--- src/rtl/lsu_store_buffer.sv ---
// Load/store unit with a FIFO store buffer in front of dmem; loads are answered one cycle after acceptance.
// Define LSU_SB_FORWARD_EN to forward buffered stores to loads; otherwise a matching load stalls until drained.
module lsu_store_buffer #(
    parameter int SB_DEPTH = 4,
    parameter int ADDR_W   = 9,
    parameter int DATA_W   = 32
) (
    input  logic                        clk,
    input  logic                        reset,
    input  logic                        req_valid,
    input  logic                        req_write,
    input  logic [ADDR_W-1:0]           req_addr,
    input  logic [DATA_W-1:0]           req_wdata,
    output logic                        req_ready,
    input  logic                        flush,
    output logic                        resp_valid,
    output logic [DATA_W-1:0]           resp_data,
    output logic [ADDR_W-1:0]           dmem_readAddress,
    input  logic [DATA_W-1:0]           dmem_readData,
    output logic [ADDR_W-1:0]           dmem_writeAddress,
    output logic [DATA_W-1:0]           dmem_writeData,
    output logic                        dmem_writeEnable,
    output logic [$clog2(SB_DEPTH):0]   sb_count,
    output logic                        sb_empty
);
    localparam int PTR_W = $clog2(SB_DEPTH);
    localparam int CNT_W = PTR_W + 1;

    logic [ADDR_W-1:0] sb_addr_q [SB_DEPTH];
    logic [DATA_W-1:0] sb_data_q [SB_DEPTH];

    logic [PTR_W-1:0]  head_q, head_d;
    logic [PTR_W-1:0]  tail_q, tail_d;
    logic [CNT_W-1:0]  count_q, count_d;
    logic              resp_valid_q, resp_valid_d;
    logic [DATA_W-1:0] resp_data_q, resp_data_d;

    logic [SB_DEPTH-1:0] match;
    logic [PTR_W-1:0]    scan_idx;
    logic                fwd_hit;
    logic [DATA_W-1:0]   fwd_data;
    logic                is_load, load_stall, full, drain;
    logic                accept, st_acc, ld_acc;

    // An entry is live when its distance from head is below the current count.
    generate
        for (genvar gi = 0; gi < SB_DEPTH; gi++) begin : g_match
            logic [PTR_W-1:0] age;
            assign age       = PTR_W'(gi) - head_q;
            assign match[gi] = ({1'b0, age} < count_q) && (sb_addr_q[gi] == req_addr);
        end
    endgenerate

    // Scan oldest to youngest so the youngest matching store is the one kept.
    always_comb begin
        fwd_hit  = 1'b0;
        fwd_data = '0;
        scan_idx = '0;
        for (int k = 0; k < SB_DEPTH; k++) begin
            scan_idx = head_q + PTR_W'(k);
            if (match[scan_idx]) begin
                fwd_hit  = 1'b1;
                fwd_data = sb_data_q[scan_idx];
            end
        end
    end

    assign is_load = req_valid & ~req_write;
    assign full    = (count_q == CNT_W'(SB_DEPTH));

`ifdef LSU_SB_FORWARD_EN
    assign load_stall = 1'b0;
`else
    assign load_stall = is_load & fwd_hit;
`endif

    // Reset suppresses the drain so buffered stores never reach dmem.
    assign drain     = ~reset & (count_q != '0) & (~req_valid | full | flush | load_stall);
    assign req_ready = ~flush & ~load_stall;
    assign accept    = req_valid & req_ready & ~reset;
    assign st_acc    = accept & req_write;
    assign ld_acc    = accept & ~req_write;

    always_comb begin
        head_d       = head_q + PTR_W'(drain);
        tail_d       = tail_q + PTR_W'(st_acc);
        count_d      = count_q + CNT_W'(st_acc) - CNT_W'(drain);
        resp_valid_d = ld_acc;
        resp_data_d  = resp_data_q;
        if (ld_acc) begin
            resp_data_d = fwd_hit ? fwd_data : dmem_readData;
        end
    end

    always_ff @(posedge clk) begin
        if (reset) begin
            head_q       <= '0;
            tail_q       <= '0;
            count_q      <= '0;
            resp_valid_q <= 1'b0;
            resp_data_q  <= '0;
        end else begin
            head_q       <= head_d;
            tail_q       <= tail_d;
            count_q      <= count_d;
            resp_valid_q <= resp_valid_d;
            resp_data_q  <= resp_data_d;
        end
    end

    always_ff @(posedge clk) begin
        if (st_acc) begin
            sb_addr_q[tail_q] <= req_addr;
            sb_data_q[tail_q] <= req_wdata;
        end
    end

    assign resp_valid        = resp_valid_q;
    assign resp_data         = resp_data_q;
    assign dmem_readAddress  = req_addr;
    assign dmem_writeAddress = sb_addr_q[head_q];
    assign dmem_writeData    = sb_data_q[head_q];
    assign dmem_writeEnable  = drain;
    assign sb_count          = count_q;
    assign sb_empty          = (count_q == '0);

endmodule
--- config.mk ---
export PLATFORM = sky130hd
export DESIGN_NAME = lsu_store_buffer
export DESIGN_NICKNAME = d
export VERILOG_FILES = /design/src/rtl/lsu_store_buffer.sv
export SDC_FILE = /design/constraint.sdc
export NUM_CORES = 1
export LEC_CHECK = 0
export ABC_AREA = 1
export CORE_ASPECT_RATIO = 1.2
export CORE_MARGIN = 10
export CORE_UTILIZATION = 57
export DETAILED_ROUTE_END_ITERATION = 12
export PLACE_DENSITY = 0.86
export SETUP_SLACK_MARGIN = 0.5
export SLEW_MARGIN = 30
export SYNTH_ARGS = -nofsm -noshare
export SYNTH_HDL_FRONTEND = slang
export SYNTH_SLANG_ARGS = --single-unit
--- constraint.sdc ---
create_clock -name clk -period 8.5 [get_ports clk]
set_input_delay 1.275 -clock clk [delete_from_list [all_inputs] [get_ports clk]]
set_output_delay 1.275 -clock clk [all_outputs]
set_load 0.005 [all_outputs]
==> flow_metrics.py, run 1 <==
metrics = {
    "global_route": {
        "grt_max_degree": 81,
        "grt_pass1_wl_um": 33890,
        "track_usage": 0.1921,
        "antenna_found_initial": 0,
        "grt_pass1_vias": 6565,
        "grt_overflow": 0,
    },
    "synthesis": {
        "seq_area_frac_synth": 0.6138,
        "ys_warn_count": 0,
        "ys_ff_latch": 204,
        "syn_nets": 961,
        "synth_area_um2": 9328,
        "synthTopCellsByArea": "edfxtp_1, dfxtp_1, nand2_2",
        "synthTopCellsByCount": "edfxtp_1, nor2_1, nand2_1",
        "netlist_instances": 874,
        "synth.distinct_cells": 42,
        "synth_flop_cell": "edfxtp_1",
        "async_flop_share": 0,
        "post-synth-top-area-cell": "edfxtp_1",
        "yosysMostFrequentCell": "edfxtp_1",
        "synth_top_area_frac": 0.5280,
        "synth.avg_cell_area_um2": 10.67,
        "synth_edf_count": 164,
    },
    "detailed_routing": {
        "vias": 6611,
        "viasPerCell": 5.276,
        "top_layer_used": "met4",
        "wl_met1_um": 8287,
        "drt_iter0_markers": 516,
        "drt-total-wl_um": 21510,
        "dr_wl_met2_um": 11430,
        "wire_per_inst_um": 17.16,
        "ant_nets": 0,
        "wl_met3_um": 1197,
        "drc": 0,
        "dr.pass1.iters": 6,
    },
    "floorplanning": {
        "die_w_um": 136.8,
        "rows": 51,
        "boundaryPins": 167,
        "die_h_um": 160.1,
        "core_um2": 16140,
        "die-area_um2": 21900,
        "initial_utilization": 0.5778,
    },
    "power_and_ir_drop": {
        "peakVddDrop_mv": 0.2404,
        "power_frac_seq": 0.390,
        "clockPowerShare": 0.298,
        "p_comb_frac": 0.312,
        "power_leakage_nw": 4.394,
        "swShare": 0.3019,
        "switchingPower_uw": 885.3,
        "p_per_area_nw_per_um2": 251.1,
        "p_int_mw": 2.047,
    },
    "timing": {
        "hold_viol": 0,
        "rsz0062_at_grt": "no",
        "totalNegativeSetupSlack_ns": 0,
        "drv_slew": 0,
        "fin_skew_ns": 0.01930,
        "setup_viol": 0,
        "max_freq_mhz": 171.9,
        "relSlewSlack": 0.4621,
        "worst_slew_pin_slew_ns": 0.8068,
        "fin_crit_ns": 5.818,
        "period_share": 0.6844,
    },
    "clock_network": {
        "cts_setup_buffers": 0,
        "cts_repair_resize_count": 0,
        "clk_pin_slew_ns": 0.06,
        "cts_buffer_depth": 3,
        "htreeDepth": 1,
        "cts_root_buffer": "clkbuf_16",
        "clk_latency_ns": 0.50,
        "hold_buffers": 0,
        "numCtsBuffers": 21,
        "clkSinkCount": 204,
        "tritoncts": "done",
    },
    "final_layout": {
        "instances_no_fill": 1253,
        "regArea_um2": 5728,
        "antenna_cells": 0,
        "multiInputGateArea_um2": 2920,
        "fillers": 1135,
        "area_delta_synth_final_pct": 25.22,
        "nNetsFinal": 1113,
        "drive_gt1_frac": 0.1643,
    },
    "placed_design": {
        "dp_hpwl_um": 14190,
        "port_buffers": 166,
        "dp_cells": 1215,
        "gp_congestion": 0.8784,
    },
    "critical_path": {
        "slowest_stage": "dfxtp_2",
        "critPathArrivalTime_ns": 4.54,
        "cpPeakStageDelay_ns": 0.80,
        "worstSetupStartpointType": "register",
        "crit_fanout": 40,
        "critPathRequiredTime_ns": 7.22,
        "path_common_cell": "nand2_2",
        "crit_chain": "buf_4 -> clkinv_1 -> ha_1 -> a21oi_1 -> nor2_1 -> nor2_2 -> nand2_2 -> nand2_2 -> nand2_2 -> nand2_2 -> inv_2 -> nand2_4 -> nand2_4 -> nand3_1 -> o21ai_0 -> nor2_1 -> clkdlybuf4s50_1",
        "crit_path_end_kind": "output port",
        "criticalPathCategory": "register to output port",
    },
    "status": {
        "outcome": "completed",
    },
    "hold_path": {
        "hp-class": "register to register",
    },
    "job": {
        "maxCapViolCount": 0,
    },
}
==> final cells by class <==
type,instances,area share
clock buffer,26,0.04660
clock inverter,12,0.009748
timing repair buffer,176,0.1487
sequential,204,0.4904
multi-input combinational,528,0.2500
tap,212,0.02271
inverter,95,0.03182
==> flip-flops by register name, indices dropped and copies added (netlist names) <==
| signal | cells |
|---|---|
| resp_data | 32 |
| sb_count | 3 |
| head_q | 2 |
| resp_valid | 1 |
| sb_data_q | 128 |
| sb_addr_q | 36 |
| tail_q | 2 |
==> final timing paths <==
check	startpoint	endpoint	slack [ns]	depth (start not counted)
setup / recovery	head_q[1]	dmem_writeEnable	2.68	17
hold / removal	resp_data[25]	resp_data[25]	0.52	4
setup reg to reg	head_q[1]	sb_count[2]	3.60	24
hold reg to reg	resp_data[25]	resp_data[25]	0.52	4
==> critical path, delay by kind of cell (launching register included) <==
family          cells  cell delay, ns
simple gates       10            1.20
fa+ha+maj           1            0.37
buf+inv             4            1.44
compound gates      2            0.22
flops               1            0.80
==> metrics by stage <==
step / cell area (um2) / hold slack [ns] / util / setup WS, ns / power (mW)
detailed placement: 11020 / 0.5149 / 0.6827 / 2.946 / 2.084
finish: 11680 / 0.5214 / 0.7235 / 2.682 / 2.933
CTS: 11680 / 0.5252 / 0.7235 / 2.652 / 2.958
global placement: 11020 / 0.5071 / 0.6827 / 3.021 / 2.064
global route: 11680 / 0.5511 / 0.7235 / 2.246 / 3.093
floorplan: 9328 / 0.5036 / - / 2.798 / 1.668
==> layer usage <==
metal,GRT usage,vias up
met5,0,-
met4,0.07102,0
met3,0.03233,38
met2,0.3408,211
met1,0.2254,3126
li1,-,3236
==> cells in the final DEF (no fill, tap or decap), types with 5 or more instances in the layout <==
master	Yosys	final
nand2_1	114	114
or2_2	32	32
o21ai_0	13	13
o21ai_1	28	28
clkinv_1	1	6
dfxtp_1	40	38
nand2_2	72	72
ha_1	8	8
o211ai_1	33	33
o31ai_1	31	31
nor2_2	7	7
inv_2	5	5
o221ai_1	6	6
clkbuf_16	0	21
buf_4	10	10
xnor2_1	10	10
a21oi_1	6	6
edfxtp_1	164	164
clkdlybuf4s50_1	0	166
inv_1	87	87
nand3_1	18	18
a22oi_1	9	9
clkbuf_1	17	5
nor2_1	119	119
==> kinds of logic (layout without fill, tap and decap cells) <==
logic type               after synthesis  after routing  synth area share
AND/OR/NAND/NOR                      379            379            0.1952
buffers and inverters                142            309           0.07525
multiplexers                           2              2          0.002146
AO/OA/AOI/OAI                        127            127           0.09041
XOR/XNOR                              11             11           0.01033
adder cells (fa/ha/maj)                9              9           0.01288
flip-flops                           204            204            0.6138
==> power by group through the flow <==
stage | clock, mW | combinational [mW] | sequential [mW]
after global routing | 0.934 | 1.01 | 1.15
final | 0.874 | 0.915 | 1.14
after CTS | 0.889 | 0.926 | 1.14
after floorplan | 0 | 0.516 | 1.15
after global placement | 0 | 0.900 | 1.16
after detailed placement | 0 | 0.919 | 1.16
No activity file was read; power rests on OpenSTA's default activity.
==> inputs of run 2 (changes only) <==
Settings changed: CORE_UTILIZATION 57 to 53, PLACE_DENSITY 0.86 to 0.8.
Clock period 8.5 ns to 6 ns, I/O delays scaled along.
==> run 2 against run 1 <==
Wire length shrank 0.48%. Hold slack lost 0.0021 ns. Global-route usage shrank 1.5 points. Register-to-register slack lost 2.2 ns. Utilization shrank 5.6 points. First-iteration DRC count grew 0.58%. Combinational power grew 43%. Via count grew 0.35%. Sequential power grew 41%. Clock power grew 35%. Sequential cell count is the same. Die area grew 6.5%. Critical path type unchanged. Highest routed layer is now met5.
==> flow_metrics.py, run 2 (synthesis gave the netlist of run 1 again) <==
metrics = {
    "critical_path": {
        "slowest_stage": "clkdlybuf4s50_1",
        "path_common_cell": "nand3_1",
        "crit_chain": "inv_8 -> nor2_2 -> inv_1 -> nand2_1 -> inv_1 -> ha_1 -> nand3_1 -> nand2_1 -> nor2_2 -> nand3_1 -> nand2_2 -> nor2_4 -> nand2_4 -> nand2_4 -> nand3_1 -> o21ai_0 -> nor2_1 -> clkdlybuf4s50_1",
        "crit_start": "head_q[0]",
        "r2r_start": "head_q[0]",
        "critPathRequiredTime_ns": 5.10,
        "worst-path-buf-inv": 4,
        "critPathArrivalTime_ns": 4.24,
        "crit_path_end_kind": "output port",
        "crit_family": "simple AND/OR/NAND/NOR gates",
        "criticalPathCategory": "register to output port",
        "crit_fanout": 71,
        "cpPeakStageDelay_ns": 0.59,
        "worstSetupStartpointType": "register",
    },
    "global_route": {
        "track_usage": 0.1775,
        "antenna_found_initial": 1,
        "grt_max_degree": 81,
        "grt_overflow": 0,
        "grt_pass1_vias": 6582,
        "grt_pass1_wl_um": 33890,
    },
    "timing": {
        "period_share": 0.8563,
        "worst_slew_pin_slew_ns": 0.8088,
        "drv_slew": 0,
        "fin_crit_ns": 5.138,
        "relSlewSlack": 0.4608,
        "setup_viol": 0,
        "max_freq_mhz": 194.6,
        "rsz0062_at_grt": "no",
        "totalNegativeSetupSlack_ns": 0,
        "hold_viol": 0,
        "fin_skew_ns": 0.01879,
    },
    "detailed_routing": {
        "wire_per_inst_um": 17.00,
        "drt-total-wl_um": 21400,
        "ant_nets": 0,
        "vias": 6634,
        "viasPerCell": 5.269,
        "drc": 0,
        "dr.pass1.iters": 5,
        "drt_iter0_markers": 519,
    },
    "final_layout": {
        "antenna_cells": 0,
        "area_delta_synth_final_pct": 24.84,
        "layout_commonest_cell": "clkdlybuf4s50_1",
        "stdcell_area_um2": 11640,
        "largest_reg_flops": 128,
        "nNetsFinal": 1112,
        "drive_gt1_frac": 0.1617,
        "layout_common_cells": "clkdlybuf4s50_1, edfxtp_1, nor2_1, nand2_1, inv_1",
        "regMostFlops": "sb_data_q",
    },
    "floorplanning": {
        "die-area_um2": 23330,
        "die_w_um": 141.1,
        "core_um2": 17440,
        "rows": 53,
        "boundaryPins": 167,
        "initial_utilization": 0.5348,
        "die_h_um": 165.3,
    },
    "power_and_ir_drop": {
        "power_leakage_nw": 4.369,
        "p_comb_frac": 0.319,
        "switchingPower_mw": 1.248,
        "clockPowerShare": 0.287,
        "peakVddDrop_mv": 0.2536,
        "power_frac_seq": 0.394,
        "p_int_mw": 2.854,
        "swShare": 0.3043,
        "p_per_area_nw_per_um2": 352.3,
    },
    "clock_network": {
        "cts_buffer_depth": 3,
        "clk_latency_ns": 0.49,
        "htreeDepth": 1,
        "clkSinkCount": 204,
        "tritoncts": "done",
        "cts_root_buffer": "clkbuf_16",
        "numCtsBuffers": 20,
        "clk_pin_slew_ns": 0.06,
    },
    "hold_path": {
        "hp-class": "register to register",
        "min_from": "resp_data[3]",
    },
    "placed_design": {
        "placed_cell_area_um2": 11030,
        "port_buffers": 166,
        "dp_hpwl_um": 14110,
        "gp_congestion": 0.8120,
    },
    "status": {
        "outcome": "completed",
    },
    "job": {
        "maxCapViolCount": 0,
    },
}
==> run 2: cell types whose count changed in the layout (fill, tap and decap cells not counted), sizes merged <==
cell	delta
clkinv	-3
bufinv	-1
inv	-1
clkbuf	+3
==> run 2: worst min-delay path, cell delays in order (launching register included) <==
cell and delay, ns:
dfxtp_1 0.30, inv_1 0.04, nor2_1 0.04, nand2_2 0.06
nand2_2 0.03
==> run 2: metrics by stage <==
stage	std cells	utilization	hold slack [ns]	total power [mW]	setup WS, ns
2_1_floorplan	874	-	0.5036	2.363	0.4741
4_1_cts	1259	0.6676	0.5225	4.148	0.7634
3_5_place_dp	1223	0.6325	0.5105	2.966	1.264
3_3_place_gp	1223	0.6325	0.5060	2.946	1.301
5_1_grt	1259	0.6677	0.5551	4.318	0.5429
6_report	1259	0.6677	0.5193	4.102	0.8624
==> run 2: power groups by stage <==
stage | registers (mW) | logic (mW) | clock network, mW
4_1_cts | 1.61 | 1.33 | 1.20
3_5_place_dp | 1.64 | 1.32 | 0
5_1_grt | 1.62 | 1.44 | 1.26
2_1_floorplan | 1.63 | 0.731 | 0
3_3_place_gp | 1.64 | 1.30 | 0
6_report | 1.61 | 1.31 | 1.18
==> run 2: layer usage <==
| metal | global-route usage | part of all wire | up-vias |
|---|---|---|---|
| met5 | 0 | 0.00079 | - |
| met4 | 0.05404 | 0.022 | 2 |
| met3 | 0.03490 | 0.058 | 37 |
| met2 | 0.3175 | 0.53 | 185 |
| met1 | 0.2107 | 0.39 | 3167 |
| li1 | - | - | 3243 |
==> run 2: cell type report <==
cell class | count | area [um2]
multi-input combinational | 528 | 2923
sequential | 204 | 5728
inverter | 95 | 371.6
timing repair buffer | 176 | 1737
fill | 1330 | 5796
clock inverter | 7 | 55.05
tap | 220 | 275.3
clock buffer | 29 | 555.5
==> run 2: worst paths after layout <==
check | to | cells past startpoint | slack [ns]
worst max-delay path | dmem_writeEnable | 18 | 0.86
worst max register to register | sb_count[2] | 25 | 1.41
worst min register to register | resp_data[3] | 4 | 0.52
worst min-delay path | resp_data[3] | 4 | 0.52
==> run 2: what timing repair did <==
action                     in CTS  in global routing
resized for setup               0                  1
setup buffers                   0                  0
setup endpoints to repair       0                  1
hold buffers                    0                  0
